===== src/rtl/apb_pkg.sv =====
// apb_pkg: shared definitions for the APB initiator.
//   apb_state_e   - initiator FSM state encoding (IDLE/SETUP/ACCESS/RESP)
//   APB_ADDR_W    - default PADDR/req_addr width
//   APB_DATA_W    - default data width
//   APB_TIMEOUT   - default ACCESS-phase abort limit (used with APB_INIT_TIMEOUT_EN)
package apb_pkg;

    localparam int APB_ADDR_W  = 13;
    localparam int APB_DATA_W  = 32;
    localparam int APB_TIMEOUT = 1023;

    typedef enum logic [1:0] {
        ST_IDLE   = 2'd0,
        ST_SETUP  = 2'd1,
        ST_ACCESS = 2'd2,
        ST_RESP   = 2'd3
    } apb_state_e;

endpackage


===== src/rtl/apb_initiator.sv =====
// apb_initiator: single-outstanding APB initiator. Turns a valid/ready request
// into one APB SETUP/ACCESS transfer and returns a valid/ready response.
//
// Ports
//   clk, reset_n                      clock, async active-low reset
//   req_valid/req_ready               request handshake (accepted only in IDLE)
//   req_write, req_addr, req_wdata    request fields, latched on accept
//   rsp_valid/rsp_ready               response handshake
//   rsp_rdata, rsp_err                read data (0 on writes/errors), error flag
//   PSEL, PENABLE, PWRITE, PADDR, PWDATA   APB request signals
//   PRDATA, PREADY, PSLVERR                APB completer signals
//
// Build option
//   APB_INIT_TIMEOUT_EN - abort an ACCESS phase that waits TIMEOUT PREADY=0
//                         cycles; the response then carries rsp_err=1.
//
// state  | meaning
// IDLE   | ready for a request, APB bus idle
// SETUP  | PSEL=1, PENABLE=0 for one cycle
// ACCESS | PSEL=1, PENABLE=1 until PREADY (or timeout)
// RESP   | response held until rsp_ready
module apb_initiator
    import apb_pkg::*;
#(
    parameter int ADDR_W  = APB_ADDR_W,
    parameter int DATA_W  = APB_DATA_W,
    parameter int TIMEOUT = APB_TIMEOUT
) (
    input  logic              clk,
    input  logic              reset_n,
    input  logic              req_valid,
    output logic              req_ready,
    input  logic              req_write,
    input  logic [ADDR_W-1:0] req_addr,
    input  logic [DATA_W-1:0] req_wdata,
    output logic              rsp_valid,
    input  logic              rsp_ready,
    output logic [DATA_W-1:0] rsp_rdata,
    output logic              rsp_err,
    output logic              PSEL,
    output logic              PENABLE,
    output logic              PWRITE,
    output logic [ADDR_W-1:0] PADDR,
    output logic [DATA_W-1:0] PWDATA,
    input  logic [DATA_W-1:0] PRDATA,
    input  logic              PREADY,
    input  logic              PSLVERR
);

    apb_state_e        state_q, state_d;
    logic              pwrite_q, pwrite_d;
    logic [ADDR_W-1:0] paddr_q, paddr_d;
    logic [DATA_W-1:0] pwdata_q, pwdata_d;
    logic [DATA_W-1:0] rdata_q, rdata_d;
    logic              err_q, err_d;

`ifdef APB_INIT_TIMEOUT_EN
    localparam int CNT_W = $clog2(TIMEOUT + 1);
    logic [CNT_W-1:0] cnt_q, cnt_d, cnt_inc;
    assign cnt_inc = cnt_q + 1'b1;
`endif

    // Bus strobes decode straight from the state register so that an
    // asynchronous reset drops them immediately.
    assign req_ready = (state_q == ST_IDLE);
    assign rsp_valid = (state_q == ST_RESP);
    assign PSEL      = (state_q == ST_SETUP) || (state_q == ST_ACCESS);
    assign PENABLE   = (state_q == ST_ACCESS);
    assign PWRITE    = pwrite_q;
    assign PADDR     = paddr_q;
    assign PWDATA    = pwdata_q;
    assign rsp_rdata = rdata_q;
    assign rsp_err   = err_q;

    always_comb begin
        state_d  = state_q;
        pwrite_d = pwrite_q;
        paddr_d  = paddr_q;
        pwdata_d = pwdata_q;
        rdata_d  = rdata_q;
        err_d    = err_q;
`ifdef APB_INIT_TIMEOUT_EN
        cnt_d    = cnt_q;
`endif
        unique case (state_q)
            ST_IDLE: begin
                if (req_valid) begin
                    pwrite_d = req_write;
                    paddr_d  = req_addr;
                    pwdata_d = req_wdata;
                    state_d  = ST_SETUP;
                end
            end
            ST_SETUP: begin
`ifdef APB_INIT_TIMEOUT_EN
                cnt_d   = '0;
`endif
                state_d = ST_ACCESS;
            end
            ST_ACCESS: begin
                if (PREADY) begin
                    // Error responses never carry read data.
                    rdata_d = (pwrite_q || PSLVERR) ? '0 : PRDATA;
                    err_d   = PSLVERR;
                    state_d = ST_RESP;
                end
`ifdef APB_INIT_TIMEOUT_EN
                // cnt_inc counts this cycle too, so the abort lands on the
                // TIMEOUT-th stalled ACCESS cycle.
                else if (cnt_inc == CNT_W'(TIMEOUT)) begin
                    rdata_d = '0;
                    err_d   = 1'b1;
                    state_d = ST_RESP;
                end else begin
                    cnt_d = cnt_inc;
                end
`endif
            end
            ST_RESP: begin
                if (rsp_ready) begin
                    state_d = ST_IDLE;
                end
            end
            default: state_d = ST_IDLE;
        endcase
    end

    always_ff @(posedge clk or negedge reset_n) begin
        if (!reset_n) begin
            state_q  <= ST_IDLE;
            pwrite_q <= 1'b0;
            paddr_q  <= '0;
            pwdata_q <= '0;
            rdata_q  <= '0;
            err_q    <= 1'b0;
`ifdef APB_INIT_TIMEOUT_EN
            cnt_q    <= '0;
`endif
        end else begin
            state_q  <= state_d;
            pwrite_q <= pwrite_d;
            paddr_q  <= paddr_d;
            pwdata_q <= pwdata_d;
            rdata_q  <= rdata_d;
            err_q    <= err_d;
`ifdef APB_INIT_TIMEOUT_EN
            cnt_q    <= cnt_d;
`endif
        end
    end

endmodule


===== config.mk =====
export PLATFORM = sky130hd
export DESIGN_NAME = apb_initiator
export DESIGN_NICKNAME = d
export VERILOG_FILES = /design/src/rtl/apb_pkg.sv /design/src/rtl/apb_initiator.sv
export SDC_FILE = /design/constraint.sdc
export NUM_CORES = 1
export LEC_CHECK = 0
export ABC_AREA = 1
export ABC_CLOCK_PERIOD_IN_PS = 2550
export BUFFER_PORTS_ARGS = -buffer_cell sky130_fd_sc_hd__buf_2
export CORE_MARGIN = 1.5
export CORE_UTILIZATION = 47
export CTS_BUF_LIST = sky130_fd_sc_hd__clkbuf_4 sky130_fd_sc_hd__clkbuf_8 sky130_fd_sc_hd__clkbuf_16
export CTS_CLUSTER_SIZE = 10
export DETAILED_ROUTE_END_ITERATION = 16
export PLACE_DENSITY_LB_ADDON = 0.3
export SKIP_LAST_GASP = 1
export SLEW_MARGIN = 40
export SYNTH_ARGS = -nofsm -noshare
export SYNTH_HDL_FRONTEND = slang
export SYNTH_SLANG_ARGS = --single-unit

===== constraint.sdc =====
create_clock -name clk -period 2.55 [get_ports clk]
set_input_delay 0 -clock clk [delete_from_list [all_inputs] [get_ports clk]]
set_output_delay 0 -clock clk [all_outputs]
set_load 0.005 [all_outputs]

==> flow_summary.yaml <==
setup_path:
  worst_r2r_path_depth: 5
  critical_path.reg2reg.startpoint: "state_q[0]$_DFFE_PN0P_"
  reg2reg_slack_ns: 0.62
  cp.arrival_ns: 2.15
  cp_max_fo: 46
  end_kind: "register"
  crit_type: "reg -> reg"
  cp_data_required_time_ns: 2.76
  crit_path_start_kind: "register"
  reg2reg_to: "PWDATA[28]$_DFFE_PN0P_"
run:
  cap_violations: 0
floorplanning:
  die_area_um2: 7518
  rows: 30
  pin_count: 167
  start_util_pct: 48.47
  core-area_um2: 6794
  die_h_um: 86.71
  dieWidth_um: 86.71
logic_synthesis:
  synth_adder_area_share_pct: 1.140
  synth_compound_area_share_pct: 0
  muxShareOfSynthArea_pct: 0
  yosys.area_share.simple_pct: 31.99
  synth_xor_area_share_pct: 0
  yosys_warnings: 0
  ys_types: 11
  synthesis.instances: 366
  syn_avg_cell_area_um2: 8.998
  dominant_combinational_cell_family_by_area_after_synthesis: "simple AND/OR/NAND/NOR gates"
  syn_nets: 453
  synth_top_area_share_pct: 61.55
  ys_ff_latch: 81
  netlist.top_cell.by_area: "sky130_fd_sc_hd__dfrtp_1"
  synth.area.top_cells: "sky130_fd_sc_hd__dfrtp_1 (62%), sky130_fd_sc_hd__nand2_1 (19%), sky130_fd_sc_hd__nand3_1 (12%), sky130_fd_sc_hd__buf_4 (2.7%), sky130_fd_sc_hd__buf_2 (1.7%)"
  synth-seq-area-share_pct: 61.55
  synthesis.area_um2: 3293
clocking:
  tritoncts.num_buffers: 9
  cts.path.max_buffers: 2
  cts_tree: "yes"
  htree_num_levels: 3
  worst_skew_pair.late_latency_ns: 0.33
  cts.sinks: 81
  cts-root-buf: "sky130_fd_sc_hd__clkbuf_8"
  clk_pin_slew_ns: 0.08
sta:
  finalSetupViolations: 0
  final.min_clock_period_ns: 1.934
  report.final.slew_viol_count: 0
  finalHoldViolations: 0
  fmaxAchievable_mhz: 517.0
  tns_ns: 0
  relSlewSlack_pct: 44.75
  rsz0062_at_grt: "no"
  period_share_pct: 75.85
  max_slew.worst_pin.slew_ns: 0.8258
  fin_skew_ns: 0.01082
  layout_setup_ws_ns: 0.6158
finish:
  drive_above_1_share_pct: 31.36
  filler_cell_count: 458
  fin_nets: 691
  most_frequent_standard_cell_in_the_layout_excluding_fill_and_tap_cells: "sky130_fd_sc_hd__nand2_1"
  final_cell_mix: "sky130_fd_sc_hd__nand2_1 (167), sky130_fd_sc_hd__buf_2 (165), sky130_fd_sc_hd__dfrtp_1 (81)"
  antennaDiodeCount: 0
  area.sequential_um2: 2027
  areaGrowthSynthToFinish_pct: 56.92
  multi_input_comb_area_um2: 1094
  finish.cell_count_without_fillers: 705
grt:
  number_of_antenna_violations_at_the_first_check_in_global_routing: 0
  grt_start_max_net_pins: 82
  globalRouteTotalUtil_pct: 25.97
  overflow: 0
  grt_first_pass_wirelength_um: 15240
  number_of_global_route_vias_before_repair: 3208
pwr:
  p_leak_nw: 2.982
  ir_drop_uv: 737.3
  report.power.total_mw: 4.927
  pwr_density_cell_nw_per_um2: 953.5
routing:
  dr.first_iter.drc_count: 153
  detailroute.wirelength.met3_um: 696
  met2_wirelength_um: 4839
  detailroute.via_count: 3358
  wl_per_cell_um: 13.72
  highest-signal-layer: "met4"
  detail_route.wirelength.met1_um: 4027
  antenna_left: 0
  finalWirelength_um: 9674
  drtPass1Iterations: 4
  drc_errors: 0
  vias_per_cell: 4.763
placement:
  detailedPlacementHpwl_um: 5346
  io_buffer_count: 166
  post-place-cells: 609
  pre_cts_slack_ns: 0.6816
  routabilityCongestion: 0.7526
min_path:
  hold_start: "rsp_ready"
  timing.hold.worst_endpoint: "state_q[1]$_DFFE_PN0P_"
  worst_hold_path.num_cells: 5
  min_path_type: "in -> reg"
status:
  outcome: "complete, no violations"
## worst max-delay path, stage by stage, from the launching register on
cell and delay [ns]:
sky130_fd_sc_hd__dfrtp_1 0.41, sky130_fd_sc_hd__inv_1 0.09, sky130_fd_sc_hd__ha_2 0.41, sky130_fd_sc_hd__nand2_2 0.58
sky130_fd_sc_hd__nand2_1 0.25, sky130_fd_sc_hd__nand2_1 0.08
## layout make-up
class	count	area share, %
Inverter	8	0.5811
Timing Repair Buffer	250	32.28
Tap cell	96	2.324
Clock buffer	11	2.930
Clock inverter	5	1.501
Sequential cell	81	39.23
Multi-Input combinational cell	254	21.16
## synthesized netlist by cell type
master                    instances
sky130_fd_sc_hd__ha_1             3
sky130_fd_sc_hd__nor2_2           1
sky130_fd_sc_hd__buf_2           11
sky130_fd_sc_hd__inv_1            7
sky130_fd_sc_hd__nand2_2          2
sky130_fd_sc_hd__dfrtp_1         81
sky130_fd_sc_hd__nand3_1         79
sky130_fd_sc_hd__nand2_1        167
sky130_fd_sc_hd__inv_2            1
sky130_fd_sc_hd__buf_4           12
sky130_fd_sc_hd__nand4_1          2
## worst max-delay path by stage
stage,startpoint,to,slack (ns),depth (start not counted)
floorplan,state_q[0]$_DFFE_PN0P_,PWDATA[0]$_DFFE_PN0P_,1.35,6
global placement,state_q[0]$_DFFE_PN0P_,PADDR[8]$_DFFE_PN0P_,0.75,5
detailed placement,state_q[0]$_DFFE_PN0P_,PWDATA[0]$_DFFE_PN0P_,0.68,5
CTS,state_q[0]$_DFFE_PN0P_,PADDR[2]$_DFFE_PN0P_,0.68,5
global route,state_q[0]$_DFFE_PN0P_,PWDATA[14]$_DFFE_PN0P_,0.48,5
finish,state_q[0]$_DFFE_PN0P_,PWDATA[28]$_DFFE_PN0P_,0.62,5
## registers in the layout, summed over array words and instances, names as in the netlist
register and flops:
state_q 2, PWDATA 32, PWRITE 1, rsp_err 1, rsp_rdata 32, PADDR 13
## timing repair
action | CTS | global route
buffers inserted | 0 | 0
hold buffers | 80 | 0
endpoints found under the hold margin | 160 | 0
resized for setup | 0 | 0
## stage by stage
step | cell area [µm²] | util [%] | hold WS, ns
5_1_grt | 5167 | 76.06 | 0.08655
3_5_place_dp | 4138 | 60.90 | 0.09063
6_report | 5167 | 76.06 | 0.05848
4_1_cts | 5167 | 76.06 | 0.04308
2_1_floorplan | 3293 | - | -0.2956
3_3_place_gp | 4134 | 60.85 | 0.2252
## metal layers
layer | vias to the layer above | track usage [%]
met5 | - | 0
met4 | 0 | 7.625
met3 | 10 | 7.333
met2 | 150 | 45.17
met1 | 1558 | 31.49
li1 | 1640 | -
## report_power, final
part | leakage, nW | total [mW] | switching [mW] | internal, mW
Clock | 0.115 | 1.04 | 0.443 | 0.602
Combinational | 1.83 | 1.82 | 1.03 | 0.794
Sequential | 1.04 | 2.06 | 0.279 | 1.78
Total | 2.98 | 4.93 | 1.75 | 3.18
## cells by family (layout without fill, tap and decap cells)
family / count (synthesis) / count (layout)
fa+ha+maj: 3 / 3
buf+inv: 31 / 274
simple gates: 251 / 251
flops: 81 / 81
Power figures use the tool's default switching activity.
